<file path="config.mk">
export PLATFORM = sky130hd
export DESIGN_NAME = mem_ctrl
export DESIGN_NICKNAME = d
export VERILOG_FILES = /design/src/rtl/mem_ctrl_pkg.sv /design/src/rtl/mem_ctrl_load_extend.sv /design/src/rtl/mem_ctrl.sv
export SDC_FILE = /design/constraint.sdc
export NUM_CORES = 1
export LEC_CHECK = 0
export BUFFER_PORTS_ARGS = -buffer_cell sky130_fd_sc_hd__buf_2
export CAP_MARGIN = 15
export CORE_MARGIN = 3
export CORE_UTILIZATION = 30
export CTS_CLUSTER_DIAMETER = 150
export DETAILED_ROUTE_END_ITERATION = 12
export PLACE_DENSITY = 0.59
export SLEW_MARGIN = 0
export SYNTH_ARGS = -nofsm -noshare
export SYNTH_HDL_FRONTEND = slang
export SYNTH_SLANG_ARGS = --single-unit
</file>
<file path="constraint.sdc">
create_clock -name clk_in -period 4.4 [get_ports clk_in]
set_input_delay 0.22 -clock clk_in [delete_from_list [all_inputs] [get_ports clk_in]]
set_output_delay 0.22 -clock clk_in [all_outputs]
set_load 0.02 [all_outputs]
</file>
<file path="src/rtl/mem_ctrl_pkg.sv">
// Shared constants for mem_ctrl: op field layout, size codes, FSM states, IO decode.
package mem_ctrl_pkg;

  localparam int unsigned OP_STORE_BIT    = 3;
  localparam int unsigned OP_UNSIGNED_BIT = 2;

  localparam logic [1:0] SZ_BYTE = 2'b00;
  localparam logic [1:0] SZ_HALF = 2'b01;
  localparam logic [1:0] SZ_WORD = 2'b10;

  // Addresses whose bits [17:16] are both set fall in IO space.
  localparam logic [31:0] IO_BASE_DEFAULT = 32'h0003_0000;
  localparam logic [31:0] IO_DECODE_MASK  = 32'h0003_0000;

  typedef enum logic [1:0] {
    ST_IDLE,
    ST_READ,
    ST_WRITE,
    ST_DONE
  } state_e;

  // Number of bus bytes for an op size code; the unused code is treated as a word.
  function automatic logic [2:0] size_bytes(input logic [1:0] sz);
    case (sz)
      SZ_BYTE: size_bytes = 3'd1;
      SZ_HALF: size_bytes = 3'd2;
      default: size_bytes = 3'd4;
    endcase
  endfunction

endpackage

</file>
<file path="src/rtl/mem_ctrl_load_extend.sv">
// Sign/zero extension of an assembled little-endian load by op[2:0].
module load_extend
  import mem_ctrl_pkg::*;
(
  input  logic [31:0] raw_i,
  input  logic [2:0]  op_i,
  output logic [31:0] ext_o
);

  // Pick the extension source bit from the size code; op[2] forces zero fill.
  always_comb begin
    ext_o = raw_i;
    case (op_i[1:0])
      SZ_BYTE: ext_o = op_i[OP_UNSIGNED_BIT] ? {24'h0, raw_i[7:0]}
                                             : {{24{raw_i[7]}}, raw_i[7:0]};
      SZ_HALF: ext_o = op_i[OP_UNSIGNED_BIT] ? {16'h0, raw_i[15:0]}
                                             : {{16{raw_i[15]}}, raw_i[15:0]};
      default: ext_o = raw_i;
    endcase
  end

endmodule

</file>
<file path="src/rtl/mem_ctrl.sv">
// Byte-serial memory controller serving LSB loads/stores and instruction fetches.
// Optional: define MEMCTRL_IO_STALL_EN to stall IO-space writes while io_buffer_full is high.
module mem_ctrl
  import mem_ctrl_pkg::*;
#(
  parameter int unsigned           ADDR_WIDTH = 32,
  parameter logic [ADDR_WIDTH-1:0] IO_BASE    = ADDR_WIDTH'(IO_BASE_DEFAULT)
) (
  input  logic                  clk_in,
  input  logic                  rst_in,
  input  logic                  rdy_in,
  input  logic                  clear_flag,
  input  logic                  full_mem,
  input  logic [ADDR_WIDTH-1:0] addr,
  input  logic [31:0]           data,
  input  logic                  load_or_store,
  input  logic [3:0]            op,
  output logic                  mem_ready,
  output logic [31:0]           mem_val,
  input  logic                  if_valid,
  input  logic [ADDR_WIDTH-1:0] if_addr,
  output logic                  if_ready,
  output logic [31:0]           if_data,
  input  logic [7:0]            mem_din,
  output logic [7:0]            mem_dout,
  output logic [ADDR_WIDTH-1:0] mem_a,
  output logic                  mem_wr,
  input  logic                  io_buffer_full
);

  state_e                  state_q;
  logic [ADDR_WIDTH-1:0]   base_q;
  logic [2:0]              op_q;
  logic                    fetch_q;
  logic [2:0]              n_q;
  logic [2:0]              cnt_q;     // READ: edges since accept; WRITE: bytes written
  logic [31:0]             wdata_q;
  logic [31:0]             buf_q;

  logic [1:0]              rx_idx;
  logic [31:0]             asm_d;
  logic [31:0]             ext_val;
  logic [ADDR_WIDTH-1:0]   wr_addr;
  logic                    io_hit;
  logic                    wr_stall;
  logic                    unused_sig;

  // Merge the byte arriving this cycle into the partially assembled word.
  always_comb begin
    rx_idx  = 2'(cnt_q - 3'd2);
    asm_d   = buf_q;
    asm_d[{rx_idx, 3'b000} +: 8] = mem_din;
    wr_addr = (state_q == ST_IDLE) ? addr : base_q + ADDR_WIDTH'(cnt_q);
    io_hit  = (wr_addr & ADDR_WIDTH'(IO_DECODE_MASK)) == IO_BASE;
  end

`ifdef MEMCTRL_IO_STALL_EN
  assign wr_stall   = io_buffer_full & io_hit;
  assign unused_sig = load_or_store;
`else
  assign wr_stall   = 1'b0;
  assign unused_sig = ^{load_or_store, io_buffer_full, io_hit};
`endif

  load_extend u_load_extend (
    .raw_i (asm_d),
    .op_i  (op_q),
    .ext_o (ext_val)
  );

  // Request FSM; every bus and completion output is registered here.
  always_ff @(posedge clk_in) begin
    if (rst_in) begin
      state_q   <= ST_IDLE;
      base_q    <= '0;
      op_q      <= '0;
      fetch_q   <= 1'b0;
      n_q       <= '0;
      cnt_q     <= '0;
      wdata_q   <= '0;
      buf_q     <= '0;
      mem_ready <= 1'b0;
      mem_val   <= '0;
      if_ready  <= 1'b0;
      if_data   <= '0;
      mem_a     <= '0;
      mem_dout  <= '0;
      mem_wr    <= 1'b0;
    end else if (rdy_in) begin
      mem_ready <= 1'b0;
      if_ready  <= 1'b0;
      case (state_q)
        ST_IDLE: begin
          if (full_mem) begin
            base_q  <= addr;
            op_q    <= op[2:0];
            fetch_q <= 1'b0;
            n_q     <= size_bytes(op[1:0]);
            wdata_q <= data;
            buf_q   <= '0;
            mem_a   <= addr;
            if (op[OP_STORE_BIT]) begin
              state_q <= ST_WRITE;
              if (wr_stall) begin
                mem_wr <= 1'b0;
                cnt_q  <= 3'd0;
              end else begin
                mem_wr   <= 1'b1;
                mem_dout <= data[7:0];
                cnt_q    <= 3'd1;
              end
            end else begin
              state_q <= ST_READ;
              mem_wr  <= 1'b0;
              cnt_q   <= 3'd1;
            end
          end else if (if_valid && !clear_flag) begin
            base_q  <= if_addr;
            op_q    <= {1'b0, SZ_WORD};
            fetch_q <= 1'b1;
            n_q     <= 3'd4;
            buf_q   <= '0;
            mem_a   <= if_addr;
            mem_wr  <= 1'b0;
            cnt_q   <= 3'd1;
            state_q <= ST_READ;
          end
        end
        ST_READ: begin
          if (fetch_q && clear_flag) begin
            state_q <= ST_IDLE;
            mem_a   <= '0;
            mem_wr  <= 1'b0;
            cnt_q   <= '0;
          end else begin
            // Address of byte cnt goes out now; byte cnt-2 is on mem_din.
            cnt_q <= cnt_q + 3'd1;
            mem_a <= (cnt_q < n_q) ? base_q + ADDR_WIDTH'(cnt_q) : '0;
            if (cnt_q >= 3'd2) buf_q <= asm_d;
            if (cnt_q == n_q + 3'd1) begin
              if (fetch_q) begin
                if_ready <= 1'b1;
                if_data  <= asm_d;
              end else begin
                mem_ready <= 1'b1;
                mem_val   <= ext_val;
              end
              state_q <= ST_DONE;
              cnt_q   <= '0;
            end
          end
        end
        ST_WRITE: begin
          if (cnt_q == n_q) begin
            mem_wr    <= 1'b0;
            mem_a     <= '0;
            mem_ready <= 1'b1;
            mem_val   <= '0;
            state_q   <= ST_DONE;
            cnt_q     <= '0;
          end else if (wr_stall) begin
            mem_wr <= 1'b0;
            mem_a  <= wr_addr;
          end else begin
            mem_wr   <= 1'b1;
            mem_a    <= wr_addr;
            mem_dout <= wdata_q[{cnt_q[1:0], 3'b000} +: 8];
            cnt_q    <= cnt_q + 3'd1;
          end
        end
        ST_DONE: state_q <= ST_IDLE;
        default: state_q <= ST_IDLE;
      endcase
    end
  end

endmodule

</file>
==> qor_table.md <==
| Quantity | This run |
| --- | --- |
| Run status | complete, no violations |
| Overall die area | 0.03593 mm2 |
| GP Congestion | 0.8005 |
| Root buffer cell | sky130_fd_sc_hd__clkbuf_16 |
| Post-DR vias/cell | 5.053 |
| Gate family responsible for the most delay along the worst path | simple AND/OR/NAND/NOR gates |
| Peak ir drop on the vdd network | 0.2431 mV |
| Worst slew pin tran | 1.116 ns |
| Horizontal die dimension | 189.5 um |
| Startpoint of the lowest-slack register-to-register path | cnt_q[0] |
| Count of TritonRoute iterations in the first routing pass | 5 |
| Minimum clock period | 3.153 ns |
| Residual antenna-violating net count after detailed routing | 0 |
| Total number of yosys warnings | 0 |
| Insertion delay of the later-clocked pin in the worst-skew pair | 0.53 ns |
| Final-stage net count | 1527 |
| Number of buffers added by the clock tree synthesis step | 26 |
| Number of primary I/O pins | 223 |
| Synthesized cell area | 0.01011 mm2 |
| Final Setup Violations | 0 |
| End point of the worst hold path | mem_val[4] |
| Fraction of final layout cells sized beyond drive strength 1 | 0.2211 |
| Slew Viols, Final | 0 |
| Fraction of power consumed by the clock network | 0.396 |
| Number of enable flip-flop cells after synthesis | 0 |
| FF-to-FF End | if_data[2] |
| Post-synth ARST share | 0 |
| Worst-case register-to-register setup slack | 1.25 ns |
| Setup Fix Bufs, Post-CTS | 0 |
| Final core area utilization | 0.3889 |
| Wire per inst | 16.50 um |
| Effective utilization at floorplan | 0.3075 |
| Port buffer count | 220 |
| Number of flip-flops and latches in the synthesized netlist | 215 |
| Clock slew at the register clock pins of the worst setup and hold paths | 0.06 ns |
| Switching power | 1.677 mW |
| Sequential share of power | 0.406 |
| Combinational power share | 0.199 |
| Worst slew slack as a fraction of its limit | 0.2558 |
| Max Fanout on Critical Path | 49 |
| Post-Route Skew | 0.01180 ns |
| Hold WS | 0.02869 ns |
| Instance count along the most critical hold path | 3 |
| Number of max-cap violations | 0 |
| Post-detailed-placement half-perimeter wirelength | 21110 um |
| Switching Fraction | 0.3071 |
| Number of rows created at floorplan | 66 |
| Layout overhead on the synthesized area | 26.48% |
| Overflow after GRT | 0 |
| Unrepaired setup endpoints after global routing | no |
| Syn_nets | 1321 |
| Critical path start-end classification | flip-flop to flip-flop |
| Total wirelength of the detailed-routed design | 30620 um |
| Number of buffers between clock root and the deepest sink | 3 |
| Vias in the first global route | 8909 |
| Crit share post-route | 0.7166 |
| Slowest stage cell on the critical path | sky130_fd_sc_hd__dfxtp_1 |
| Number of antenna violations at the first check in global routing | 6 |
| Element type at the critical path start | flip-flop |
| Initial drt markers | 515 |
| Areal power density over the cells | 427.1 mW/mm2 |
| Largest stage delay on the critical path | 0.61 ns |
| Maximum operating frequency | 317.2 MHz |
| Sum of buffers and inverters on the critical path | 2 |
| Distinct cell type count after synthesis | 65 |
| Type of the tightest min-delay check | input port to flip-flop |
| Most instantiated flip-flop cell in the synthesis netlist | sky130_fd_sc_hd__dfxtp_1 |
| Critical-path cell list | inv_1, ha_1, or3_1, nor2_4, buf_4, nor2_1, a211oi_1 |
| Launch instance of the worst min-delay path | mem_din[4] |
| Wire length of the first global-routing pass | 48400 um |
| Seq/Total Area, Yosys | 0.4259 |
| Core Region | 0.03287 mm2 |
| Data arrival time of the critical path | 3.58 ns |
| Required time of the critical path | 4.83 ns |
| Maximum number of pins on one net before global-route repair | 85 |
| Height of the chip | 189.5 um |
| Synthesized area per cell | 8.514 um2 |
| Final hold violation count | 0 |
| Most common cell after layout, fill and taps aside | sky130_fd_sc_hd__buf_2 |
| Power Internal | 3.783 mW |
| Drc violations | 0 |
| Highest-count cells in the layout ignoring fill and taps | sky130_fd_sc_hd__buf_2 (219), sky130_fd_sc_hd__dfxtp_1 (215), sky130_fd_sc_hd__nand2_1 (127), sky130_fd_sc_hd__nor2_1 (127), sky130_fd_sc_hd__a21oi_1 (102) |
| Total global-route track usage | 0.1636 |
| Static leakage power | 5.049 nW |
| Worst reg2reg path depth | 7 |
| Total number of vias | 9379 |
| Setup TNS after final layout | 0 ns |
| Clock tree from TritonCTS | done |
| Element type at the critical path end | flip-flop |
| CTS H-tree lvls | 1 |
| Clock Sinks | 215 |
| Synth Instances | 1187 |
-- Yosys cell counts, drive strengths merged, types with 3 or more instances --
cell type | instances | area [um2]
o31a | 10 | 96.35
a21oi | 105 | 529.3
inv | 19 | 71.32
nor3 | 14 | 81.33
ha | 17 | 212.7
dfxtp | 215 | 4304
and2 | 3 | 18.77
and3 | 4 | 25.02
mux2i | 41 | 410.4
nor4 | 12 | 75.07
nand3 | 10 | 50.05
nand2b | 4 | 25.02
nor2b | 44 | 275.3
xor2 | 6 | 52.55
o211ai | 4 | 35.03
mux4 | 8 | 180.2
buf | 24 | 111.4
o31ai | 5 | 37.54
xnor2 | 9 | 78.83
a31oi | 30 | 187.7
nand2 | 127 | 476.7
a21boi | 5 | 37.54
o221ai | 7 | 61.31
or3 | 4 | 25.02
a211oi | 76 | 570.6
nand4 | 6 | 43.79
o21ba | 4 | 40.04
nand3b | 31 | 232.7
a22o | 24 | 210.2
o2bb2ai | 8 | 70.07
clkbuf | 75 | 282.8
and4 | 5 | 43.79
nor2 | 128 | 480.5
o21ai | 65 | 325.3
or4 | 7 | 52.55
-- worst max-delay path by stage --
stage | start | endpoint | cells after the start
after global placement | cnt_q[0] | if_data[8] | 7
after CTS | state_q[1] | mem_a[12] | 8
after global routing | cnt_q[0] | if_data[3] | 7
after floorplan | cnt_q[1] | mem_val[16] | 10
final | cnt_q[0] | if_data[2] | 7
after detailed placement | state_q[1] | mem_a[12] | 8
-- worst min-delay path, cell delays in order --
cell and delay, ns:
sky130_fd_sc_hd__buf_2 0.10, sky130_fd_sc_hd__a21oi_1 0.09, sky130_fd_sc_hd__o2bb2ai_1 0.11
-- area by class of cell --
class	count	area, um2
Fill cell	3457	20080
Multi-Input combinational cell	854	5356
Sequential cell	215	4304
Timing Repair Buffer	277	1623
Clock buffer	35	745.7
Tap cell	442	553.0
Clock inverter	11	121.4
Inverter	19	71.32
Antenna cell	3	7.507
-- power by group through the flow --
stage               Sequential [mW]  Clock [mW]  Combinational [mW]
floorplan                      2.29           0               0.661
global placement               2.25           0                1.05
detailed placement             2.25           0                1.06
CTS                            2.21        2.23                1.09
global route                   2.23        2.30                1.21
finish                         2.21        2.16                1.09
-- per-layer routing --
metal  wire, um  vias to the layer above  global-route usage
met5         44                        -                   0
met4        579                        6             0.03924
met3       1487                       44             0.02985
met2      13940                      214              0.2643
met1      14570                     4412              0.2275
li1           -                     4703                   -
-- registers in the layout, indices dropped and copies added, names as in the netlist --
register / cells
base_q: 32
buf_q: 32
cnt_q: 3
fetch_q: 1
if_data: 32
if_ready: 1
mem_a: 32
mem_dout: 8
mem_ready: 1
mem_val: 32
mem_wr: 1
n_q: 3
op_q: 3
state_q: 2
wdata_q: 32
-- stage by stage --
stage / power (mW) / instance area [um2] / cells / worst slack, ns
2_1_floorplan: 2.954 / 10110 / 1187 / 1.716
3_3_place_gp: 3.298 / 11550 / 1771 / 1.318
3_5_place_dp: 3.316 / 11550 / 1771 / 1.241
4_1_cts: 5.531 / 12760 / 1852 / 1.232
5_1_grt: 5.740 / 12780 / 1856 / 0.9822
6_report: 5.459 / 12780 / 1856 / 1.247
-- repair_timing --
item,CTS,global route
gates resized for setup,0,0
hold endpoints to repair,36,0
hold buffers,35,0
-- logic make-up after synthesis --
logic type | share of synthesized area
AO/OA/AOI/OAI | 0.2340
XOR/XNOR | 0.01535
multiplexers | 0.06067
adder cells (fa/ha/maj) | 0.02303
buffers and inverters | 0.04606
AND/OR/NAND/NOR | 0.1950
flip-flops | 0.4259
(Power assumes the default switching activity.)
